## src/rtl/boot_loader_pkg.sv

```systemverilog
// Shared definitions for the word-stream program loader: default widths,
// the frame start word and the loader state encoding.
package boot_loader_pkg;

    localparam int              WORD_WIDTH_DEF    = 16;
    localparam int              RAMADDR_WIDTH_DEF = 8;
    localparam logic [15:0]     MAGIC_DEF         = 16'hB007;

    // Encodings are fixed so they line up with the rest of the core.
    typedef enum logic [2:0] {
        ST_IDLE  = 3'd0,
        ST_ADDR  = 3'd1,
        ST_COUNT = 3'd2,
        ST_DATA  = 3'd3,
        ST_CSUM  = 3'd4,
        ST_RUN   = 3'd5,
        ST_ERROR = 3'd6
    } state_e;

    // States in which a frame is in flight and the loader owns the RAM port.
    function automatic logic is_loading(input state_e s);
        return (s == ST_ADDR) || (s == ST_COUNT) || (s == ST_DATA) || (s == ST_CSUM);
    endfunction

endpackage

```

## src/rtl/boot_loader_if.sv

```systemverilog
// Stream input handshake plus the RAM write port driven by the loader.
interface boot_loader_if
    import boot_loader_pkg::*;
#(
    parameter int WORD_WIDTH    = WORD_WIDTH_DEF,
    parameter int RAMADDR_WIDTH = RAMADDR_WIDTH_DEF
);
    logic                     InValid;
    logic                     InReady;
    logic [WORD_WIDTH-1:0]    InData;
    logic                     RamWriteEnable;
    logic [RAMADDR_WIDTH-1:0] RamWriteAddr;
    logic [WORD_WIDTH-1:0]    RamWriteData;

    // Loader side: consumes the stream, drives the RAM write port.
    modport slave (
        input  InValid,
        input  InData,
        output InReady,
        output RamWriteEnable,
        output RamWriteAddr,
        output RamWriteData
    );

    // Source side: produces the stream, observes the RAM write port.
    modport master (
        output InValid,
        output InData,
        input  InReady,
        input  RamWriteEnable,
        input  RamWriteAddr,
        input  RamWriteData
    );
endinterface

```

## src/rtl/boot_loader.sv

```systemverilog
// Word-stream program loader. Parses MAGIC / StartAddr / Count / data /
// checksum frames, writes the data words into RAM and releases the core
// only after the checksum verifies.
module boot_loader
    import boot_loader_pkg::*;
#(
    parameter int                    WORD_WIDTH    = WORD_WIDTH_DEF,
    parameter int                    RAMADDR_WIDTH = RAMADDR_WIDTH_DEF,
    parameter logic [WORD_WIDTH-1:0] MAGIC         = MAGIC_DEF
)(
    input  logic          gclk,
    input  logic          PowerOn,
    boot_loader_if.slave  bus,
    output logic          LoadActive,
    output logic          CoreHold,
    output logic          Done,
    output logic          Error
);

    state_e                   state_q, state_d;
    logic                     in_ready_q, in_ready_d;
    logic [RAMADDR_WIDTH-1:0] addr_q, addr_d;
    logic [WORD_WIDTH-1:0]    sum_q, sum_d;
    logic [WORD_WIDTH-1:0]    remaining_q, remaining_d;
    logic                     we_q, we_d;
    logic [RAMADDR_WIDTH-1:0] waddr_q, waddr_d;
    logic [WORD_WIDTH-1:0]    wdata_q, wdata_d;
    logic                     done_q, done_d;
    logic                     error_q, error_d;
    logic                     core_hold_q, core_hold_d;

    logic accept;
    assign accept = bus.InValid & in_ready_q;

    // Next-state and next-output logic: one accepted word advances the frame parser.
    always_comb begin
        // NOTE: every signal gets a default first so no path leaves it unassigned (no latches).
        state_d     = state_q;
        in_ready_d  = 1'b1;
        addr_d      = addr_q;
        sum_d       = sum_q;
        remaining_d = remaining_q;
        we_d        = 1'b0;
        waddr_d     = waddr_q;
        wdata_d     = wdata_q;
        done_d      = done_q;
        error_d     = error_q;
        core_hold_d = core_hold_q;

        if (accept) begin
            case (state_q)
                ST_IDLE, ST_RUN, ST_ERROR: begin
                    // Non-MAGIC words are dropped; MAGIC starts a new frame.
                    if (bus.InData == MAGIC) begin
                        state_d     = ST_ADDR;
                        done_d      = 1'b0;
                        error_d     = 1'b0;
                        core_hold_d = 1'b1;
                    end
                end
                ST_ADDR: begin
                    addr_d  = bus.InData[RAMADDR_WIDTH-1:0];
                    sum_d   = bus.InData;
                    state_d = ST_COUNT;
                end
                ST_COUNT: begin
                    if (bus.InData == '0) begin
                        state_d = ST_ERROR;
                        error_d = 1'b1;
                    end else begin
                        remaining_d = bus.InData;
                        sum_d       = sum_q + bus.InData;
                        state_d     = ST_DATA;
                    end
                end
                ST_DATA: begin
                    we_d        = 1'b1;
                    waddr_d     = addr_q;
                    wdata_d     = bus.InData;
                    addr_d      = addr_q + 1'b1;
                    sum_d       = sum_q + bus.InData;
                    remaining_d = remaining_q - 1'b1;
                    if (remaining_q == WORD_WIDTH'(1)) begin
                        state_d = ST_CSUM;
                    end
                end
                ST_CSUM: begin
                    if (bus.InData == sum_q) begin
                        state_d     = ST_RUN;
                        done_d      = 1'b1;
                        core_hold_d = 1'b0;
                    end else begin
                        state_d = ST_ERROR;
                        error_d = 1'b1;
                    end
                end
                default: begin
                    state_d = ST_IDLE;
                end
            endcase
        end
    end

    // State register with synchronous active-high PowerOn.
    always_ff @(posedge gclk) begin
        // NOTE: sequential state uses non-blocking assignments so every flop samples pre-edge values.
        if (PowerOn) begin
            state_q     <= ST_IDLE;
            in_ready_q  <= 1'b0;
            addr_q      <= '0;
            sum_q       <= '0;
            remaining_q <= '0;
            we_q        <= 1'b0;
            waddr_q     <= '0;
            wdata_q     <= '0;
            done_q      <= 1'b0;
            error_q     <= 1'b0;
            core_hold_q <= 1'b1;
        end else begin
            state_q     <= state_d;
            in_ready_q  <= in_ready_d;
            addr_q      <= addr_d;
            sum_q       <= sum_d;
            remaining_q <= remaining_d;
            we_q        <= we_d;
            waddr_q     <= waddr_d;
            wdata_q     <= wdata_d;
            done_q      <= done_d;
            error_q     <= error_d;
            core_hold_q <= core_hold_d;
        end
    end

    assign bus.InReady        = in_ready_q;
    assign bus.RamWriteEnable = we_q;
    assign bus.RamWriteAddr   = waddr_q;
    assign bus.RamWriteData   = wdata_q;

    // The loader keeps the RAM port through the trailing cycle of its last write.
    assign LoadActive = is_loading(state_q) | we_q;
    assign CoreHold   = core_hold_q;
    assign Done       = done_q;
    assign Error      = error_q;

endmodule

```

## src/flat_wrapper.sv

```systemverilog
// flat-port wrapper written by rule: the top's interface ports become plain ports
module boot_loader_flat import boot_loader_pkg::*;
#(
    parameter int                    WORD_WIDTH    = WORD_WIDTH_DEF,
    parameter int                    RAMADDR_WIDTH = RAMADDR_WIDTH_DEF,
    parameter logic [WORD_WIDTH-1:0] MAGIC         = MAGIC_DEF
)
  (gclk, PowerOn, LoadActive, CoreHold, Done, Error, bus_InValid, bus_InData, bus_InReady, bus_RamWriteEnable, bus_RamWriteAddr, bus_RamWriteData);
  boot_loader_if #(.WORD_WIDTH(WORD_WIDTH), .RAMADDR_WIDTH(RAMADDR_WIDTH)) bus_i ();
  input  logic gclk;
  input  logic PowerOn;
  output logic LoadActive;
  output logic CoreHold;
  output logic Done;
  output logic Error;
  input wire logic [$bits(bus_i.InValid)-1:0] bus_InValid;
  input wire logic [$bits(bus_i.InData)-1:0] bus_InData;
  output wire logic [$bits(bus_i.InReady)-1:0] bus_InReady;
  output wire logic [$bits(bus_i.RamWriteEnable)-1:0] bus_RamWriteEnable;
  output wire logic [$bits(bus_i.RamWriteAddr)-1:0] bus_RamWriteAddr;
  output wire logic [$bits(bus_i.RamWriteData)-1:0] bus_RamWriteData;
  assign bus_i.InValid = bus_InValid;
  assign bus_i.InData = bus_InData;
  assign bus_InReady = bus_i.InReady;
  assign bus_RamWriteEnable = bus_i.RamWriteEnable;
  assign bus_RamWriteAddr = bus_i.RamWriteAddr;
  assign bus_RamWriteData = bus_i.RamWriteData;
  boot_loader #(.WORD_WIDTH(WORD_WIDTH), .RAMADDR_WIDTH(RAMADDR_WIDTH), .MAGIC(MAGIC)) u_core (.gclk(gclk), .PowerOn(PowerOn), .bus(bus_i), .LoadActive(LoadActive), .CoreHold(CoreHold), .Done(Done), .Error(Error));
endmodule
```

## config.mk

```make
export PLATFORM = sky130hd
export DESIGN_NAME = boot_loader_flat
export DESIGN_NICKNAME = d
export VERILOG_FILES = /design/src/rtl/boot_loader_pkg.sv /design/src/rtl/boot_loader_if.sv /design/src/rtl/boot_loader.sv /design/src/flat_wrapper.sv
export SDC_FILE = /design/constraint.sdc
export NUM_CORES = 1
export LEC_CHECK = 0
export BUFFER_PORTS_ARGS = -buffer_cell sky130_fd_sc_hd__buf_2
export CAP_MARGIN = 25
export CORE_ASPECT_RATIO = 1.1
export CORE_MARGIN = 3
export CORE_UTILIZATION = 53
export DETAILED_ROUTE_END_ITERATION = 12
export PLACE_DENSITY = 0.76
export SLEW_MARGIN = 20
export SYNTH_ARGS = -nofsm -noshare
export SYNTH_HDL_FRONTEND = slang
export SYNTH_SLANG_ARGS = --single-unit
```

## constraint.sdc

```tcl
create_clock -name gclk -period 2.44 [get_ports gclk]
set_clock_uncertainty 0.05 [all_clocks]
set_input_delay 0.244 -clock gclk [delete_from_list [all_inputs] [get_ports gclk]]
set_output_delay 0.244 -clock gclk [all_outputs]
set_load 0.05 [all_outputs]
```

==> flow_metrics.tcl <==
set metrics [dict create \
    status "complete, no violations" \
    tritoncts "done" \
    rsz0062_at_grt "no" \
    n_antenna_cell 0 \
    post_cts_buffers 0 \
    fp-row-count 33 \
    ys_async_sr_fraction_pct 0 \
    dieArea_sq_um 9171 \
    first_pass_iters 5 \
    timing.fmax_mhz 430.5 \
    drt_iter0_drc 304 \
    syn_avg_cell_area_sq_um 7.427 \
    ys.flop_type "dfxtp_1" \
    cts_inserted_buffers 9 \
    setup_violations 0 \
    gp_congestion 0.9390 \
    relSlewSlack_pct 60.62 \
    worstPathRequired_ps 2660 \
    ant_nets 0 \
    nets 676 \
    synth_area_leader_cell "dfxtp_1" \
    start_util_pct 55.91 \
    placed_cell_area_sq_um 4792 \
    finalMaxSlewViolations 0 \
    wl_um 12420 \
    core_area_sq_um 7639 \
    rr_worst_depth 8 \
    path_clk_slew_ps 90 \
    power_density_nw_per_um2 487.6 \
    boundaryPins 49 \
    hold_depth 3 \
    grt_first_pass_wirelength_um 20220 \
    synth.ff_latch_count 72 \
    max-clock-path-buffers 2 \
    yosysSeqAreaShare_pct 33.75 \
    dieHeight_um 100.1 \
    synthTopCellsByArea "dfxtp_1 34%, nand2_1 10%, a21oi_1 8.7%, ha_1 5.3%, o21ai_0 4.7%" \
    drc 0 \
    peakVddDrop_mv 0.2246 \
    synth_cell_types 61 \
    finalPower_mw 2.458 \
    worstPathMaxFanout 2 \
    synth-edff-count 0 \
    worst_ep_arrival_time_ps 2540 \
    path_class "flip-flop to flip-flop" \
    post-route-min-period_ps 2323 \
    fin_setup_tns_ps 0 \
    areaGrowthSynthToFinish_pct 18.05 \
    clk_latency_ps 360 \
    dp_hpwl_um 8873 \
    synth_top_area_share_pct 33.75 \
    synth-warning-count 0 \
    grt_pass1_vias 4306 \
    vias_per_cell 6.083 \
    maxCapViolations 0 \
    fin_area_sq_um 5041 \
    cp-start-kind "flip-flop" \
    drive_above_1_share_pct 18.51 \
    grt_antenna_before_repair 0 \
    via_count 4550 \
    root_buffer "clkbuf_8" \
    track_usage_pct 27.40 \
    layout_worst_path_cycle_share_pct 95.19 \
    io_buffers 48 \
    synth_nets 613 \
    syn_inst 575 \
    hold_viol 0 \
    min_path_type "input port to flip-flop" \
    worst_pin_slew_ps 590.6 \
    die_x_um 91.59 \
    cp-end-kind "flip-flop" \
    wire_per_inst_um 16.60 \
    synth_area_sq_um 4270 \
    grt_max_degree 36 \
    num-fill-cells 677 \
    power_leakage_nw 2.001 \
    cts_sinks 72 \
    overflow 0 \
    htree_levels 3 \
]
-- worst max-delay path, cell delays in order, from the launching register on --
cell      delay, ps
dfxtp_1         320
ha_1            210
fa_2            350
a21o_1          210
a21boi_2        170
o21ai_1         120
o21ai_2         180
mux2_2          360
a311oi_2        240
-- worst paths after layout --
path                                                 from                                        to  slack [ps]
setup reg to reg             u_core.sum_q[0]$_SDFFE_PP0P_             u_core.sum_q[14]$_SDFFE_PP0P_         120
setup / recovery             u_core.sum_q[0]$_SDFFE_PP0P_             u_core.sum_q[14]$_SDFFE_PP0P_         120
hold reg to reg   u_core.bus.RamWriteAddr[2]$_SDFFE_PP0P_   u_core.bus.RamWriteAddr[2]$_SDFFE_PP0P_         400
hold / removal                             bus_InData[10]  u_core.bus.RamWriteData[10]$_SDFFE_PP0P_         140
-- repair_timing --
item,CTS,global route
hold buffers,0,0
resized for setup,3,4
gates cloned,0,0
hold endpoints to repair,0,0
pin swaps,1,1
setup endpoints to repair,1,3
-- where the power goes --
part	leakage [nW]	total [mW]	switching (mW)	internal, mW
registers	0.580	1.18	0.000780	1.17
logic	1.31	0.181	0.116	0.0656
clock network	0.108	1.10	0.514	0.588
-- logic make-up after synthesis --
group / count (synthesis) / synth area share, %
AO/OA/AOI/OAI: 196 / 28.57
XOR/XNOR: 11 / 2.256
adder cells (fa/ha/maj): 19 / 5.743
buffers and inverters: 44 / 4.336
flip-flops: 72 / 33.75
multiplexers: 5 / 1.201
AND/OR/NAND/NOR: 228 / 24.14
-- per-layer routing --
metal,GRT usage (%),up-vias,wire (um),share of wire [%]
li1,-,2190,-,-
met1,33.97,2143,5116,41
met2,46.66,183,6012,48
met3,4.573,34,885,7.1
met4,12.41,0,403,3.2
met5,0,-,0,0
-- flip-flops by register name, summed over array words and instances, names as in the netlist --
| name | cells |
|---|---|
| u_core.bus.RamWriteAddr | 8 |
| u_core.bus.RamWriteData | 16 |
| u_core.Done | 1 |
| u_core.remaining_q | 16 |
| u_core.CoreHold | 1 |
| u_core.bus.RamWriteEnable | 1 |
| u_core.Error | 1 |
| u_core.bus.InReady | 1 |
| u_core.addr_q | 8 |
| u_core.state_q | 3 |
| u_core.sum_q | 16 |
-- cell usage in the layout, fill, tap and decap left out, drive strengths merged, types with 4 or more instances in the layout --
| master | instances |
|---|---|
| nor4 | 9 |
| and2 | 5 |
| xnor2 | 5 |
| inv | 11 |
| a21oi | 74 |
| a311oi | 6 |
| dfxtp | 72 |
| o21a | 7 |
| or4 | 4 |
| o21ai | 44 |
| a211oi | 10 |
| nor2 | 46 |
| mux2i | 4 |
| xor2 | 6 |
| clkbuf | 9 |
| o31ai | 7 |
| nor3 | 11 |
| nand3 | 16 |
| nand2 | 116 |
| a21o | 5 |
| ha | 18 |
| o211ai | 9 |
| a31oi | 6 |
| buf | 86 |
| o21bai | 4 |
| nand2b | 5 |
-- through the flow --
step	std cells	utilization [%]	hold WS (ps)	setup slack, ps
floorplan	575	-	325.1	57.07
global placement	732	62.74	388.3	-100.2
detailed placement	732	62.74	395.1	-165.0
CTS	748	65.85	123.4	2.935
global route	748	66.00	143.5	1.456
finish	748	66.00	139.8	117.3
-- synth_stat cells, types with 5 or more instances --
master	number
o211ai_1	9
a21o_1	5
o21ai_0	40
ha_1	18
nand3_1	16
a21oi_1	74
nor4_1	8
xor2_1	6
nor2_1	46
a311oi_1	6
buf_2	15
a31oi_1	6
a211oi_1	10
nand2b_1	5
xnor2_1	5
o21a_1	7
and2_1	5
nor3_1	10
clkbuf_1	17
nand2_1	114
inv_1	8
o31ai_1	7
dfxtp_1	72
-- cell type report --
cell class / count / area, sq um / area share [%]
clock buffer: 9 / 123.9 / 2.457
clock inverter: 7 / 103.9 / 2.060
inverter: 10 / 37.54 / 0.7446
multi-input combinational: 459 / 2665 / 52.87
sequential: 72 / 1441 / 28.59
tap: 105 / 131.4 / 2.606
timing repair buffer: 86 / 538.0 / 10.67
Power figures use the tool's default switching activity.
